===== config.mk =====
export PLATFORM = sky130hd
export DESIGN_NAME = studio2_mem_arbiter
export DESIGN_NICKNAME = d
export VERILOG_FILES = /design/src/rtl/studio2_pkg.sv /design/src/rtl/studio2_addr_decode.sv /design/src/rtl/studio2_mem_arbiter.sv
export SDC_FILE = /design/constraint.sdc
export NUM_CORES = 1
export LEC_CHECK = 0
export ABC_AREA = 1
export CAP_MARGIN = 20
export CELL_PAD_IN_SITES_DETAIL_PLACEMENT = 1
export CELL_PAD_IN_SITES_GLOBAL_PLACEMENT = 1
export CORE_MARGIN = 3
export CORE_UTILIZATION = 27
export CTS_BUF_LIST = sky130_fd_sc_hd__clkbuf_4
export DETAILED_ROUTE_END_ITERATION = 7
export PLACE_DENSITY = 0.92
export REMOVE_ABC_BUFFERS = 1
export SLEW_MARGIN = 20
export SYNTH_ARGS = -nofsm -noshare
export SYNTH_HDL_FRONTEND = slang
export SYNTH_SLANG_ARGS = --single-unit

===== constraint.sdc =====
create_clock -name clk -period 1.7 [get_ports clk]
set_clock_uncertainty 0.05 [all_clocks]
set_input_delay 0.17 -clock clk [delete_from_list [all_inputs] [get_ports clk]]
set_output_delay 0.17 -clock clk [all_outputs]
set_load 0.05 [all_outputs]

===== src/rtl/studio2_pkg.sv =====
// studio2_pkg: shared types and memory-map constants for the Studio II memory arbiter
package studio2_pkg;
  typedef enum logic [2:0] {RG_ROM, RG_CART, RG_PRAM, RG_VRAM, RG_MCART, RG_MIRROR} region_t;
  typedef enum logic {OWN_CPU, OWN_DMA} owner_t;
  typedef enum logic [1:0] {ST_RUN, ST_LOAD, ST_DRAIN} state_t;
  localparam logic [11:0] ROM_BASE    = 12'h000;
  localparam logic [11:0] CART_BASE   = 12'h400;
  localparam logic [11:0] PRAM_BASE   = 12'h800;
  localparam logic [11:0] VRAM_BASE   = 12'h900;
  localparam logic [11:0] MCART_BASE  = 12'hA00;
  localparam logic [11:0] MIRROR_BASE = 12'hC00;
  localparam logic [11:0] MCART2_BASE = 12'hE00;
  localparam logic [24:0] LD_WINDOW   = 25'h400;
  // Region lookup on the folded 12-bit address, ordered by ascending base
  function automatic region_t region_of(input logic [11:0] a);
    return a < CART_BASE   ? RG_ROM   :
           a < PRAM_BASE   ? RG_CART  :
           a < VRAM_BASE   ? RG_PRAM  :
           a < MCART_BASE  ? RG_VRAM  :
           a < MIRROR_BASE ? RG_MCART :
           a < MCART2_BASE ? RG_MIRROR : RG_MCART;
  endfunction
endpackage


===== src/rtl/studio2_addr_decode.sv =====
// studio2_addr_decode: region decode, RAM mirror remap and write-protect flag
module studio2_addr_decode
  import studio2_pkg::*;
#(
  parameter int AW         = 12,
  parameter bit MIRROR_RAM = 1'b1,
  parameter bit ROM_WP     = 1'b1
) (
  input  logic [AW-1:0] i_addr,
  output logic [AW-1:0] o_addr,
  output logic          o_wp
);
  region_t w_region;
  assign w_region = region_of(i_addr[11:0]);
  // Mirror window 0C00-0DFF folds onto 0800-09FF by dropping address bit 10
  assign o_addr = (MIRROR_RAM && w_region == RG_MIRROR) ? (i_addr & ~(AW'(1) << 10)) : i_addr;
  assign o_wp   = ROM_WP && (w_region == RG_ROM || w_region == RG_CART);
endmodule


===== src/rtl/studio2_mem_arbiter.sv =====
// studio2_mem_arbiter: CPU / display DMA / loader arbitration onto one synchronous RAM port
module studio2_mem_arbiter
  import studio2_pkg::*;
#(
  parameter int AW         = 12,
  parameter int DW         = 8,
  parameter bit MIRROR_RAM = 1'b1,
  parameter bit ROM_WP     = 1'b1
) (
  input  logic          clk,
  input  logic          resetq,
  input  logic          cpu_req,
  input  logic          cpu_we,
  input  logic [15:0]   cpu_addr,
  input  logic [DW-1:0] cpu_wdata,
  output logic          cpu_ack,
  output logic          cpu_rvalid,
  output logic [DW-1:0] cpu_rdata,
  output logic          cpu_wp_err,
  input  logic          dma_req,
  input  logic [15:0]   dma_addr,
  output logic          dma_ack,
  output logic          dma_rvalid,
  output logic [DW-1:0] dma_rdata,
  input  logic          ld_active,
  input  logic          ld_cart,
  input  logic          ld_wr,
  input  logic [24:0]   ld_addr,
  input  logic [DW-1:0] ld_data,
  output logic          ld_overflow,
  output logic          mem_ce,
  output logic          mem_wr,
  output logic [AW-1:0] mem_addr,
  output logic [DW-1:0] mem_wdata,
  input  logic [DW-1:0] mem_rdata
);
  state_t        r_state, w_next;
  logic          r_drain, r_ld_active_d;
  logic          w_run, w_gnt_dma, w_gnt_cpu, w_ld_go, w_ld_ovf, w_wp, w_cpu_drop;
  logic [15:0]   w_sel_addr;
  logic [AW-1:0] w_map_addr, w_ld_addr;
  logic          r_v1, r_v2;
  owner_t        r_o1, r_o2;
  // A requester granted last cycle sits out this one, so DMA and CPU alternate
  assign w_gnt_dma  = w_run && dma_req && !dma_ack;
  assign w_gnt_cpu  = w_run && cpu_req && !cpu_ack && !w_gnt_dma;
  assign w_sel_addr = w_gnt_dma ? dma_addr : cpu_addr;
  assign w_cpu_drop = cpu_we && w_wp;
  assign w_ld_go    = (r_state == ST_LOAD) && ld_active && ld_wr;
  assign w_ld_ovf   = ld_addr >= LD_WINDOW;
  assign w_ld_addr  = AW'(ld_cart ? CART_BASE : ROM_BASE) + AW'(ld_addr[9:0]);
  studio2_addr_decode #(.AW(AW), .MIRROR_RAM(MIRROR_RAM), .ROM_WP(ROM_WP)) u_decode (
    .i_addr (w_sel_addr[AW-1:0]),
    .o_addr (w_map_addr),
    .o_wp   (w_wp)
  );
  // Mode register plus two-cycle drain counter and loader-activity edge tracker
  always_ff @(posedge clk or negedge resetq) begin
    if (!resetq) begin
      r_state       <= ST_RUN;
      r_drain       <= 1'b0;
      r_ld_active_d <= 1'b0;
    end else begin
      r_state       <= w_next;
      r_drain       <= (r_state == ST_DRAIN) ? ~r_drain : 1'b0;
      r_ld_active_d <= ld_active;
    end
  end
  // Next mode; grants are only issued in RUN while no download is starting
  always_comb begin
    w_next = r_state;
    w_run  = 1'b0;
    w_next = (r_state == ST_RUN && ld_active)   ? ST_LOAD  :
             (r_state == ST_LOAD && !ld_active) ? ST_DRAIN :
             (r_state == ST_DRAIN && r_drain)   ? ST_RUN   : r_state;
    w_run  = (r_state == ST_RUN) && !ld_active;
  end
  // Grant pulses and the registered memory command
  always_ff @(posedge clk or negedge resetq) begin
    if (!resetq) begin
      cpu_ack    <= 1'b0;
      dma_ack    <= 1'b0;
      cpu_wp_err <= 1'b0;
      mem_ce     <= 1'b0;
      mem_wr     <= 1'b0;
      mem_addr   <= '0;
      mem_wdata  <= '0;
    end else begin
      cpu_ack    <= w_gnt_cpu;
      dma_ack    <= w_gnt_dma;
      cpu_wp_err <= w_gnt_cpu && w_cpu_drop;
      mem_ce     <= w_gnt_dma || (w_gnt_cpu && !w_cpu_drop) || (w_ld_go && !w_ld_ovf);
      mem_wr     <= (w_gnt_cpu && cpu_we && !w_wp) || (w_ld_go && !w_ld_ovf);
      mem_addr   <= w_ld_go ? w_ld_addr : (w_gnt_dma || w_gnt_cpu) ? w_map_addr : mem_addr;
      mem_wdata  <= w_ld_go ? ld_data : w_gnt_cpu ? cpu_wdata : mem_wdata;
    end
  end
  // Two-stage read tag pipeline steering returned data to its owner
  always_ff @(posedge clk or negedge resetq) begin
    if (!resetq) begin
      r_v1       <= 1'b0;
      r_v2       <= 1'b0;
      r_o1       <= OWN_CPU;
      r_o2       <= OWN_CPU;
      cpu_rvalid <= 1'b0;
      dma_rvalid <= 1'b0;
      cpu_rdata  <= '0;
      dma_rdata  <= '0;
    end else begin
      r_v1       <= w_gnt_dma || (w_gnt_cpu && !cpu_we);
      r_o1       <= w_gnt_dma ? OWN_DMA : OWN_CPU;
      r_v2       <= r_v1;
      r_o2       <= r_o1;
      cpu_rvalid <= r_v2 && r_o2 == OWN_CPU;
      dma_rvalid <= r_v2 && r_o2 == OWN_DMA;
      cpu_rdata  <= (r_v2 && r_o2 == OWN_CPU) ? mem_rdata : cpu_rdata;
      dma_rdata  <= (r_v2 && r_o2 == OWN_DMA) ? mem_rdata : dma_rdata;
    end
  end
  // Sticky loader overflow, cleared when a new download begins
  always_ff @(posedge clk or negedge resetq) begin
    if (!resetq) ld_overflow <= 1'b0;
    else ld_overflow <= (ld_active && !r_ld_active_d) ? 1'b0 : (w_ld_go && w_ld_ovf) ? 1'b1 : ld_overflow;
  end
endmodule

==> key figures <==
Logic synthesis
  – Share of Yosys cell area claimed by the top area cell type: 52.93%
  – Synth Register Bits: 51
  – Post-synthesis cell type count: 22
  – Sequential area share after synthesis: 52.93%
  – Post-Synthesis Cells: 299
  – Total standard cell area after synthesis: 2411 µm²
  – Most area-hungry cell type in the Yosys netlist: sky130_fd_sc_hd__dfrtp_1
  – Yosys Warn Count: 0
  – Avg Inst Size Synth: 8.064 µm²
  – Leading cell types by total area after synthesis: sky130_fd_sc_hd__dfrtp_1 53%, sky130_fd_sc_hd__nand2_1 17%, sky130_fd_sc_hd__nand3_1 6.6%, sky130_fd_sc_hd__o21ai_0 3.3%, sky130_fd_sc_hd__inv_1 3.3%

Route
  – Number of vias in the routed layout: 2511
  – Post-DR wirelength/cell: 14.88 µm
  – DRC viols: 0
  – Iteration count of the initial detailed-routing pass: 4
  – Number of vias per cell: 4.633
  – Routed Antenna Nets: 0
  – Total length of routed wires: 8063 µm
  – DR iter-0 viols: 71

STA
  – Tcrit/Tclk final: 88.98%
  – Achievable frequency: 0.6611 GHz
  – Fin. max-slew vios: 0
  – Tightest Pin Transition: 509.7 ps
  – Hold Worst Slack: 194.5 ps
  – Final Hold Viols: 0
  – Total setup violations reported at the end of the flow: 0
  – Relative slew margins: 66.16%
  – Minimum clock period: 1513 ps
  – Unrepaired setup endpoints after global routing: no

Global routing
  – Met2 capacity usage during global routing: 30.73%
  – M1 GR Usage: 18.35%
  – Global routing usage on met3: 4.706%
  – Largest net degree at the start of global routing: 20
  – Vias in the first global route: 2857
  – Initial antenna violation count: 0
  – Layer with the highest usage: met2
  – Global Route Usage Sum: 16.48%
  – Wire length of the first global-routing pass: 13380 µm
  – Total congestion overflow after global routing: 0

Power and ir drop
  – Worst supply voltage drop on vdd: 0.0009887 V
  – Switching share of power: 50.05%
  – Sequential Power Share: 31.7%
  – Areal power density over the cells: 1620 nW/µm²
  – Internal power contribution: 3.116 mW
  – Psw: 3.122 mW
  – Clock Power Share: 10.9%
  – Standby leakage power: 1.954 nW
  – Logic gate share of total power: 57.3%

Critical path
  – Category of the worst setup path capture point: output pin
  – Stage delay of the slowest cell on the critical path: 550 ps
  – End of the worst register-to-register path: mem_addr[10]
  – Cell with the largest stage delay on the worst path: sky130_fd_sc_hd__dlygate4sd2_1
  – Critical path launch point type: flop
  – Critical path class: flop to output pin
  – Peak fanout along the critical path: 2
  – Worst-case register-to-register setup slack: 250 ps
  – Start of the worst register-to-register path: r_state[1]
  – Cell breakdown of the critical path: dlygate4sd2_1
  – Logic depth of the worst register-to-register path: 7
  – CP Data Required Time: 1480 ps
  – Buf/Inv on CP: 1
  – Largest delay share family, worst path: buffers and inverters
  – CP arrival: 1290 ps

Finish
  – Final instance count without filler cells: 542
  – Area added between synthesis and finish: 59.73%
  – Fillers: 1031
  – Number of antenna cells inserted: 0
  – Final layout net count: 526
  – Layout cell share with drive strength beyond 1: 18.31%
  – Post-layout util: 45.72%

Clocking
  – Count of H-tree levels built during CTS: 2
  – TritonCTS Buffers: 5
  – Clock transition at path regs: 150 ps
  – TritonCTS sink count: 51
  – Buffer type at the clock tree root: sky130_fd_sc_hd__clkbuf_4
  – Maximum buffer depth of the clock tree: 2
  – Worst-skew pair later-pin latency: 370 ps
  – Setup bufs post-CTS: 0
  – CTS tree: built

Placement
  – Final HPWL from detailed placement: 6717 µm
  – Placed cell count: 534
  – Placer's final routability congestion estimate: 0.7567
  – Port Buffers: 124

Hold path
  – HP Class: primary input to asynchronous set/reset pin

Floorplanning
  – Placeable core region: 8423 µm²
  – Initial cell density of the core: 28.62%
  – Chip height: 100.5 µm
  – I/O pin total: 133
  – Die X: 100.5 µm
  – Die Outline Area: 10100 µm²
  – Std-Cell Rows: 33

Outcome
  – Run status: finished, final reports clean

Flow run
  – Number of violations of the max-capacitance limit: 0
-- layout by cell type (no fill, tap or decap) --
| cell type | n |
|---|---|
| sky130_fd_sc_hd__nand2_4 | 1 |
| sky130_fd_sc_hd__or2_2 | 1 |
| sky130_fd_sc_hd__bufinv_16 | 1 |
| sky130_fd_sc_hd__nor2_2 | 3 |
| sky130_fd_sc_hd__nand2_2 | 1 |
| sky130_fd_sc_hd__o21ai_1 | 3 |
| sky130_fd_sc_hd__nand2_1 | 107 |
| sky130_fd_sc_hd__or2_0 | 9 |
| sky130_fd_sc_hd__buf_2 | 1 |
| sky130_fd_sc_hd__nand3_2 | 3 |
| sky130_fd_sc_hd__nor2_1 | 16 |
| sky130_fd_sc_hd__dlygate4sd2_1 | 7 |
| sky130_fd_sc_hd__o21bai_1 | 1 |
| sky130_fd_sc_hd__dfrtp_1 | 51 |
| sky130_fd_sc_hd__inv_2 | 6 |
| sky130_fd_sc_hd__clkbuf_4 | 5 |
| sky130_fd_sc_hd__o21ai_0 | 16 |
| sky130_fd_sc_hd__o21ai_2 | 1 |
| sky130_fd_sc_hd__nand4_1 | 12 |
| sky130_fd_sc_hd__dlygate4sd3_1 | 1 |
| sky130_fd_sc_hd__nor2_4 | 2 |
| sky130_fd_sc_hd__buf_12 | 2 |
| sky130_fd_sc_hd__a21oi_1 | 2 |
| sky130_fd_sc_hd__clkinvlp_4 | 1 |
| sky130_fd_sc_hd__nand3_1 | 32 |
| sky130_fd_sc_hd__clkdlybuf4s50_1 | 79 |
| sky130_fd_sc_hd__buf_4 | 52 |
| sky130_fd_sc_hd__inv_1 | 21 |
-- metal layers --
metal	vias to the layer above	wire length (µm)
li1	1221	-
met1	1197	3102
met2	84	4203
met3	9	663
met4	0	95
met5	-	0
-- sequential cells by signal, summed over array words and instances, names as in the netlist, 2 cells and up --
signal	count
mem_wdata	8
r_state	2
dma_rdata	8
cpu_rdata	8
mem_addr	12
-- cells by family after synthesis --
group | count (synthesis) | synth area share, %
AO/OA/AOI/OAI | 23 | 5.034
buffers and inverters | 38 | 6.850
flip-flops | 51 | 52.93
AND/OR/NAND/NOR | 187 | 35.18
-- power groups by stage --
| stage | Sequential (mW) | Combinational (mW) | Clock (mW) |
|---|---|---|---|
| after CTS | 1.99 | 3.64 | 0.709 |
| after global placement | 1.98 | 3.57 | 0 |
| after global routing | 2.05 | 3.84 | 0.764 |
| after floorplan | 3.45 | 0.790 | 0 |
| final | 1.98 | 3.58 | 0.682 |
| after detailed placement | 2.01 | 3.67 | 0 |
-- cells in the mapped netlist --
| cell | instances |
|---|---|
| sky130_fd_sc_hd__a21oi_1 | 2 |
| sky130_fd_sc_hd__buf_6 | 2 |
| sky130_fd_sc_hd__clkbuf_1 | 3 |
| sky130_fd_sc_hd__inv_2 | 6 |
| sky130_fd_sc_hd__nor2_2 | 3 |
| sky130_fd_sc_hd__nand4_1 | 12 |
| sky130_fd_sc_hd__o21bai_1 | 1 |
| sky130_fd_sc_hd__or2_2 | 1 |
| sky130_fd_sc_hd__nand2_1 | 107 |
| sky130_fd_sc_hd__dfrtp_1 | 51 |
| sky130_fd_sc_hd__nand2_2 | 1 |
| sky130_fd_sc_hd__nand3_2 | 3 |
| sky130_fd_sc_hd__nor2_1 | 16 |
| sky130_fd_sc_hd__o21ai_0 | 16 |
| sky130_fd_sc_hd__o21ai_1 | 3 |
| sky130_fd_sc_hd__nand2_4 | 1 |
| sky130_fd_sc_hd__nand3_1 | 32 |
| sky130_fd_sc_hd__nor2_4 | 2 |
| sky130_fd_sc_hd__or2_0 | 9 |
| sky130_fd_sc_hd__buf_2 | 6 |
| sky130_fd_sc_hd__o21ai_2 | 1 |
| sky130_fd_sc_hd__inv_1 | 21 |
-- metrics by stage --
stage,setup WS (ps),area (µm²),total power [mW],TNS [ps]
detailed placement,-20.52,3775,5.685,-93.21
global route,116.6,3851,6.658,0
CTS,170.9,3851,6.334,0
global placement,51.30,3775,5.542,0
floorplan,-96.01,2347,4.239,-768.0
finish,187.4,3851,6.238,0
-- cell type report --
class / count / area, µm² / area share (%)
repair buffers: 142 / 1297 / 33.69
flip-flops and latches: 51 / 1276 / 33.14
multi-input cells: 210 / 969.7 / 25.18
well taps: 105 / 131.4 / 3.411
inverters: 27 / 101.3 / 2.632
clock buffers: 5 / 37.54 / 0.9747
clock inverters: 2 / 37.54 / 0.9747
-- how the worst max path moves through the flow --
stage                 startpoint            to  slack, ps  depth (start not counted)
finish              dma_rdata[4]  dma_rdata[4]        190                          1
global route          r_state[1]  mem_addr[10]        120                          7
CTS                 dma_rdata[4]  dma_rdata[4]        170                          1
detailed placement     ld_active   mem_addr[1]        -20                          8
global placement       ld_active        mem_wr         50                          8
floorplan                dma_ack  mem_wdata[0]       -100                          6
-- repair_timing --
item / in CTS / in global routing
gates resized for setup: 7 / 0
endpoints found under the hold margin: 16 / 0
hold buffers: 1 / 0
endpoints found under the setup margin: 7 / 0
Note: power is estimated with default switching activity, not from simulation.
